## src/rtl/layer_pkg.sv

```systemverilog
// Shared widths and FSM encoding for the layer result writer.
package layer_pkg;

  localparam int PIX_W        = 32;
  localparam int CH_W         = 8;
  localparam int PIX_PER_WORD = 4;
  localparam int WORD_W       = PIX_W * PIX_PER_WORD;

  typedef enum logic {
    IDLE = 1'b0,
    RUN  = 1'b1
  } state_t;

endpackage

```

## src/rtl/wr_addr_gen.sv

```systemverilog
// Word/row counters for the result writer; turns the current position into a
// bank one-hot, a per-bank address and a last-word-of-frame flag.
module wr_addr_gen
  import layer_pkg::*;
#(
  parameter int IMG_W    = 128,
  parameter int IMG_H    = 128,
  parameter int NUM_BANK = 16,
  parameter int ADDR_W   = 9
) (
  input  logic                clk,
  input  logic                rstn,
  input  logic                adv,
  output logic [NUM_BANK-1:0] bank_oh,
  output logic [ADDR_W-1:0]   addr,
  output logic                last
);

  localparam int WORDS = IMG_W / PIX_PER_WORD;
  localparam int WC_W  = (WORDS > 1) ? $clog2(WORDS) : 1;
  localparam int RC_W  = (IMG_H > 1) ? $clog2(IMG_H) : 1;

  logic [WC_W-1:0] word_cnt_q, word_cnt_d;
  logic [RC_W-1:0] row_cnt_q, row_cnt_d;
  logic            word_last;
  logic            row_last;

  assign word_last = (word_cnt_q == WC_W'(WORDS - 1));
  assign row_last  = (row_cnt_q == RC_W'(IMG_H - 1));
  assign last      = word_last && row_last;

  always_comb begin
    word_cnt_d = word_cnt_q;
    row_cnt_d  = row_cnt_q;
    if (adv) begin
      if (word_last) begin
        word_cnt_d = '0;
        row_cnt_d  = row_last ? '0 : row_cnt_q + 1'b1;
      end else begin
        word_cnt_d = word_cnt_q + 1'b1;
      end
    end
  end

  always_ff @(posedge clk) begin
    if (!rstn) begin
      word_cnt_q <= '0;
      row_cnt_q  <= '0;
    end else begin
      word_cnt_q <= word_cnt_d;
      row_cnt_q  <= row_cnt_d;
    end
  end

  // Rows are interleaved across banks; each bank holds every NUM_BANK-th row.
  for (genvar gi = 0; gi < NUM_BANK; gi++) begin : g_bank
    assign bank_oh[gi] = ((32'(row_cnt_q) % NUM_BANK) == gi);
  end

  assign addr = ADDR_W'((32'(row_cnt_q) / NUM_BANK) * WORDS + 32'(word_cnt_q));

endmodule

```

## src/rtl/layer_result_writer.sv

```systemverilog
// Packs 4 conv-layer result pixels per 128-bit word and writes them row-interleaved
// into a 16-bank buffer. Optional sticky protocol-error flag oErr under LAYER_WR_ERR_EN.
module layer_result_writer
  import layer_pkg::*;
#(
  parameter int IMG_W    = 128,
  parameter int IMG_H    = 128,
  parameter int NUM_BANK = 16,
  parameter int ADDR_W   = 9
) (
  input  logic                clk,
  input  logic                rstn,
  input  logic                iStart,
  input  logic [PIX_W-1:0]    iLayer_result,
  input  logic                iLayer_vld,
  output logic [NUM_BANK-1:0] o_ena,
  output logic [ADDR_W-1:0]   o_addra,
  output logic [NUM_BANK-1:0] o_wea,
  output logic [WORD_W-1:0]   o_dia,
  output logic                oBusy,
  output logic                oDone
`ifdef LAYER_WR_ERR_EN
  ,
  output logic                oErr
`endif
);

  if ((IMG_W % PIX_PER_WORD) != 0) begin : g_bad_img_w
    $error("layer_result_writer: IMG_W must be a multiple of 4");
  end

  state_t                     state_q, state_d;
  logic [1:0]                 pix_cnt_q, pix_cnt_d;
  logic [3*PIX_W-1:0]         pix_buf_q, pix_buf_d;
  logic [NUM_BANK-1:0]        ena_q, ena_d;
  logic [ADDR_W-1:0]          addra_q, addra_d;
  logic [WORD_W-1:0]          dia_q, dia_d;
  logic                       done_q, done_d;

  logic                       accept;
  logic                       wr_fire;
  logic [NUM_BANK-1:0]        gen_bank_oh;
  logic [ADDR_W-1:0]          gen_addr;
  logic                       gen_last;

  assign accept  = (state_q == RUN) && iLayer_vld;
  assign wr_fire = accept && (pix_cnt_q == 2'd3);

  wr_addr_gen #(
    .IMG_W   (IMG_W),
    .IMG_H   (IMG_H),
    .NUM_BANK(NUM_BANK),
    .ADDR_W  (ADDR_W)
  ) u_addr_gen (
    .clk    (clk),
    .rstn   (rstn),
    .adv    (wr_fire),
    .bank_oh(gen_bank_oh),
    .addr   (gen_addr),
    .last   (gen_last)
  );

  always_ff @(posedge clk) begin
    if (!rstn) begin
      state_q <= IDLE;
    end else begin
      state_q <= state_d;
    end
  end

  always_comb begin
    state_d = state_q;
    case (state_q)
      IDLE:    if (iStart) state_d = RUN;
      RUN:     if (wr_fire && gen_last) state_d = IDLE;
      default: state_d = IDLE;
    endcase
  end

  // Pixels shift in from the top so the first one ends up in the LSBs.
  always_comb begin
    pix_cnt_d = pix_cnt_q;
    pix_buf_d = pix_buf_q;
    ena_d     = '0;
    addra_d   = addra_q;
    dia_d     = dia_q;
    done_d    = 1'b0;
    if ((state_q == IDLE) && iStart) begin
      pix_cnt_d = '0;
    end
    if (accept) begin
      pix_cnt_d = pix_cnt_q + 1'b1;
      pix_buf_d = {iLayer_result, pix_buf_q[3*PIX_W-1:PIX_W]};
    end
    if (wr_fire) begin
      ena_d   = gen_bank_oh;
      addra_d = gen_addr;
      dia_d   = {iLayer_result, pix_buf_q};
      done_d  = gen_last;
    end
  end

  always_ff @(posedge clk) begin
    if (!rstn) begin
      pix_cnt_q <= '0;
      pix_buf_q <= '0;
      ena_q     <= '0;
      addra_q   <= '0;
      dia_q     <= '0;
      done_q    <= 1'b0;
    end else begin
      pix_cnt_q <= pix_cnt_d;
      pix_buf_q <= pix_buf_d;
      ena_q     <= ena_d;
      addra_q   <= addra_d;
      dia_q     <= dia_d;
      done_q    <= done_d;
    end
  end

  assign o_ena   = ena_q;
  assign o_wea   = ena_q;
  assign o_addra = addra_q;
  assign o_dia   = dia_q;
  assign oDone   = done_q;
  assign oBusy   = (state_q == RUN);

`ifdef LAYER_WR_ERR_EN
  logic err_q, err_d;

  // An accepted start clears the flag even if a stray vld arrives alongside it.
  always_comb begin
    err_d = err_q;
    if ((state_q == IDLE) && iStart) begin
      err_d = 1'b0;
    end else if (((state_q == IDLE) && iLayer_vld) || ((state_q == RUN) && iStart)) begin
      err_d = 1'b1;
    end
  end

  always_ff @(posedge clk) begin
    if (!rstn) begin
      err_q <= 1'b0;
    end else begin
      err_q <= err_d;
    end
  end

  assign oErr = err_q;
`endif

endmodule
```

## config.mk

```make
export PLATFORM = sky130hd
export DESIGN_NAME = layer_result_writer
export DESIGN_NICKNAME = d
export VERILOG_FILES = /design/src/rtl/layer_pkg.sv /design/src/rtl/wr_addr_gen.sv /design/src/rtl/layer_result_writer.sv
export SDC_FILE = /design/constraint.sdc
export NUM_CORES = 1
export LEC_CHECK = 0
export CAP_MARGIN = 20
export CELL_PAD_IN_SITES_DETAIL_PLACEMENT = 1
export CELL_PAD_IN_SITES_GLOBAL_PLACEMENT = 1
export CORE_ASPECT_RATIO = 1.2
export CORE_MARGIN = 2
export CORE_UTILIZATION = 37
export DETAILED_ROUTE_END_ITERATION = 8
export GPL_ROUTABILITY_DRIVEN = 0
export PLACE_DENSITY_LB_ADDON = 0.3
export SYNTH_ARGS = -nofsm -noshare
export SYNTH_HDL_FRONTEND = slang
export SYNTH_SLANG_ARGS = --single-unit
```

## constraint.sdc

```tcl
create_clock -name clk -period 2.1 [get_ports clk]
set_clock_uncertainty 0.1 [all_clocks]
set_input_delay 0.42 -clock clk [delete_from_list [all_inputs] [get_ports clk]]
set_output_delay 0.42 -clock clk [all_outputs]
set_load 0.01 [all_outputs]
```

==> flow_summary.ini <==
[outcome]
status = finished, final reports clean

[synth]
synth_compound_area_share_pct = 13.9
synth_top_area_cell = dfxtp_1
synthDistinctLibCells = 36
synth_xor_area_share_pct = 0
yosysTopAreaCellShare_pct = 56.3
synth_seq_area_share_pct = 56.3
synth_edf_count = 0
synthMuxAreaShare_pct = 0.213
syn-cell-area_um2 = 9380
synth-adder-area-share_pct = 0.933
synth.most_common_cell = nand2_1
ys_ff_latch = 264
synth_top_family_by_area = simple AND/OR/NAND/NOR gates
synthTopCellsByArea = dfxtp_1 (56%), nand2_1 (19%), a21oi_1 (13%), buf_4 (1.8%), buf_2 (1.7%)
synth-simple-area-share_pct = 22.0
avgSynthCellArea_um2 = 8.08
syn-instance-count = 1161
yosysWarnings = 0
synthesis.nets = 1204
synth_commonest_cells = nand2_1 (479), dfxtp_1 (264), a21oi_1 (243)
async_flop_share_pct = 0
synth_ff_type = dfxtp_1

[pwr]
p_int_mw = 8.07
seqPwrFrac_pct = 49.4
totalPowerFinal_mw = 10.3
p_sw_share_pct = 21.6
power_density_nw_per_um2 = 815
peakVddDrop_uv = 574
p_clk_share_pct = 47.3
leakagePower_nw = 4.15
power.switching_mw = 2.23
p_comb_share_pct = 3.4

[min_path]
hp-start = pix_buf_q[28]
hold_class = reg2reg

[timing]
post-route-min-period_ps = 2040
timing.hold.ws_ps = 347
period_share_pct = 97.3
slew_viol_final = 0
fmax_ghz = 0.489
setup_violations = 0
rsz0062_at_grt = no
finalHoldViolations = 0

[final_layout]
layout.nets = 1369
postLayoutCellArea_um2 = 12600
final_layout_size_suffix_gt1_share_pct = 6.25
final_cells = 1670
diodes = 0
area_growth_pct = 34.7
final_util_pct = 50.9

[critical_path]
crit_required_ps = 1580
crit_path_max_fanout = 5
timing.rr.start = u_addr_gen.word_cnt_q[0]
critPathLaunchType = flip-flop
critPathCaptureType = output port
crit_arrival_ps = 1520
cpMaxStageDelayCell = clkdlybuf4s50_1
worstPathCellList = clkdlybuf4s50_1
crit_buf_inv = 1
cp-startpoint = oBusy
critical_path_class = reg2out
critPathMaxStageDelay_ps = 570
crit_family = buffers and inverters

[global_routing]
antenna_found_initial = 0
grt_pass1_wl_mm = 43.2
grt_pass1_vias = 8155
grt_util_all_layers_pct = 20.0
grt-ovfl-total = 0
grt_max_degree = 54

[cts]
clk_pin_slew_worst_paths_ps = 60
cts_max_level = 1
insertion_delay_ps = 540
clk_path_buf_depth = 3
cts_tree = yes
numCtsBuffers = 28
root_buffer = clkbuf_16
cts.sinks = 264

[floorplan]
rows = 63
io_pins = 207
coreArea_um2 = 24800
initial_core_util_pct = 37.8
die_y_um = 178
die_w_um = 149
fp.dieArea_um2 = 26700

[detailed_routing]
via_per_inst = 4.84
drc = 0
num_vias = 8081
wirelength_mm = 27.0
initialDrtViolationCount = 361
drt-wirelength-per-cell_um = 16.2
drtAntennaViolNets = 0
first_pass_iters = 4

[placement]
dpl_cell_area_um2 = 11700
dp.cells = 1621
hpwl_mm = 18.1
io_buffer_count = 205

[flow_run]
cap_violations = 0
## registers in the layout (all words and copies together), names as in the netlist
signal                 flops
oDone                      1
u_addr_gen.row_cnt_q       7
o_dia                    128
pix_cnt_q                  2
o_ena                     16
oBusy                      1
o_addra                    8
pix_buf_q                 96
u_addr_gen.word_cnt_q      5
## per-layer routing
layer	track usage, %	up-vias	wire length (µm)
met5	0	-	0
met4	4.76	0	412
met3	4.58	33	1720
met2	33.6	167	12800
met1	26.1	3826	12100
li1	-	4055	-
## through the flow
step	worst slack [ps]	TNS (ps)
after floorplan	274	0
after global routing	1.60	0
after CTS	47.9	0
final	55.9	0
after detailed placement	-23.0	-144
after global placement	29.4	0
## worst paths after layout
check                             end  slack, ps  depth (start not counted)
max                             oBusy         60                          1
min                         o_dia[28]        350                          2
min reg2reg                 o_dia[28]        350                          2
max reg2reg  u_addr_gen.word_cnt_q[3]        150                          6
## layout make-up
cell class	count	area [µm²]
sequential	264	5290
fill	2978	12200
multi-input combinational	792	3500
clock inverter	6	63.8
timing repair buffer	236	2510
clock buffer	43	848
inverter	4	22.5
tap	325	407
## power by group through the flow
stage          Combinational (mW)  Sequential, mW  Clock, mW
5_1_grt                     0.384            5.09       5.21
6_report                    0.349            5.08       4.87
2_1_floorplan               0.177            5.17          0
3_3_place_gp                0.348            5.19          0
3_5_place_dp                0.353            5.19          0
4_1_cts                     0.354            5.08       4.98
## placed cells by master (no fill, tap or decap), drive strengths merged
cell           instances
a21oi                243
a22oi                  1
a311oi                 1
a31oi                  1
a41oi                  1
and2                   1
and3                   2
and4                   1
buf                   31
bufinv                 1
clkbuf                43
clkdlybuf4s50        205
clkinv                 2
clkinvlp               2
conb                   1
dfxtp                264
ha                     7
inv                    5
mux2i                  2
nand2                479
nand2b                 1
nand3                  7
nand3b                 3
nand4                  2
nor2                  20
nor3                   1
nor4                   1
o211ai                 2
o21ai                  6
o31ai                  1
or3                    4
or4                    3
or4b                   1
## cells by family (layout without fill, tap and decap cells)
family,after synthesis,in the layout
simple gates,526,526
flops,264,264
fa+ha+maj,7,7
mux,2,2
compound gates,256,256
buf+inv,105,289
other cells,1,1
## repair_timing
item | CTS | global route
setup buffers | 0 | 0
hold buffers | 0 | 0
pin swaps | 0 | 1
resized for setup | 1 | 4
endpoints found under the setup margin | 1 | 6
Power figures use the tool's default switching activity.
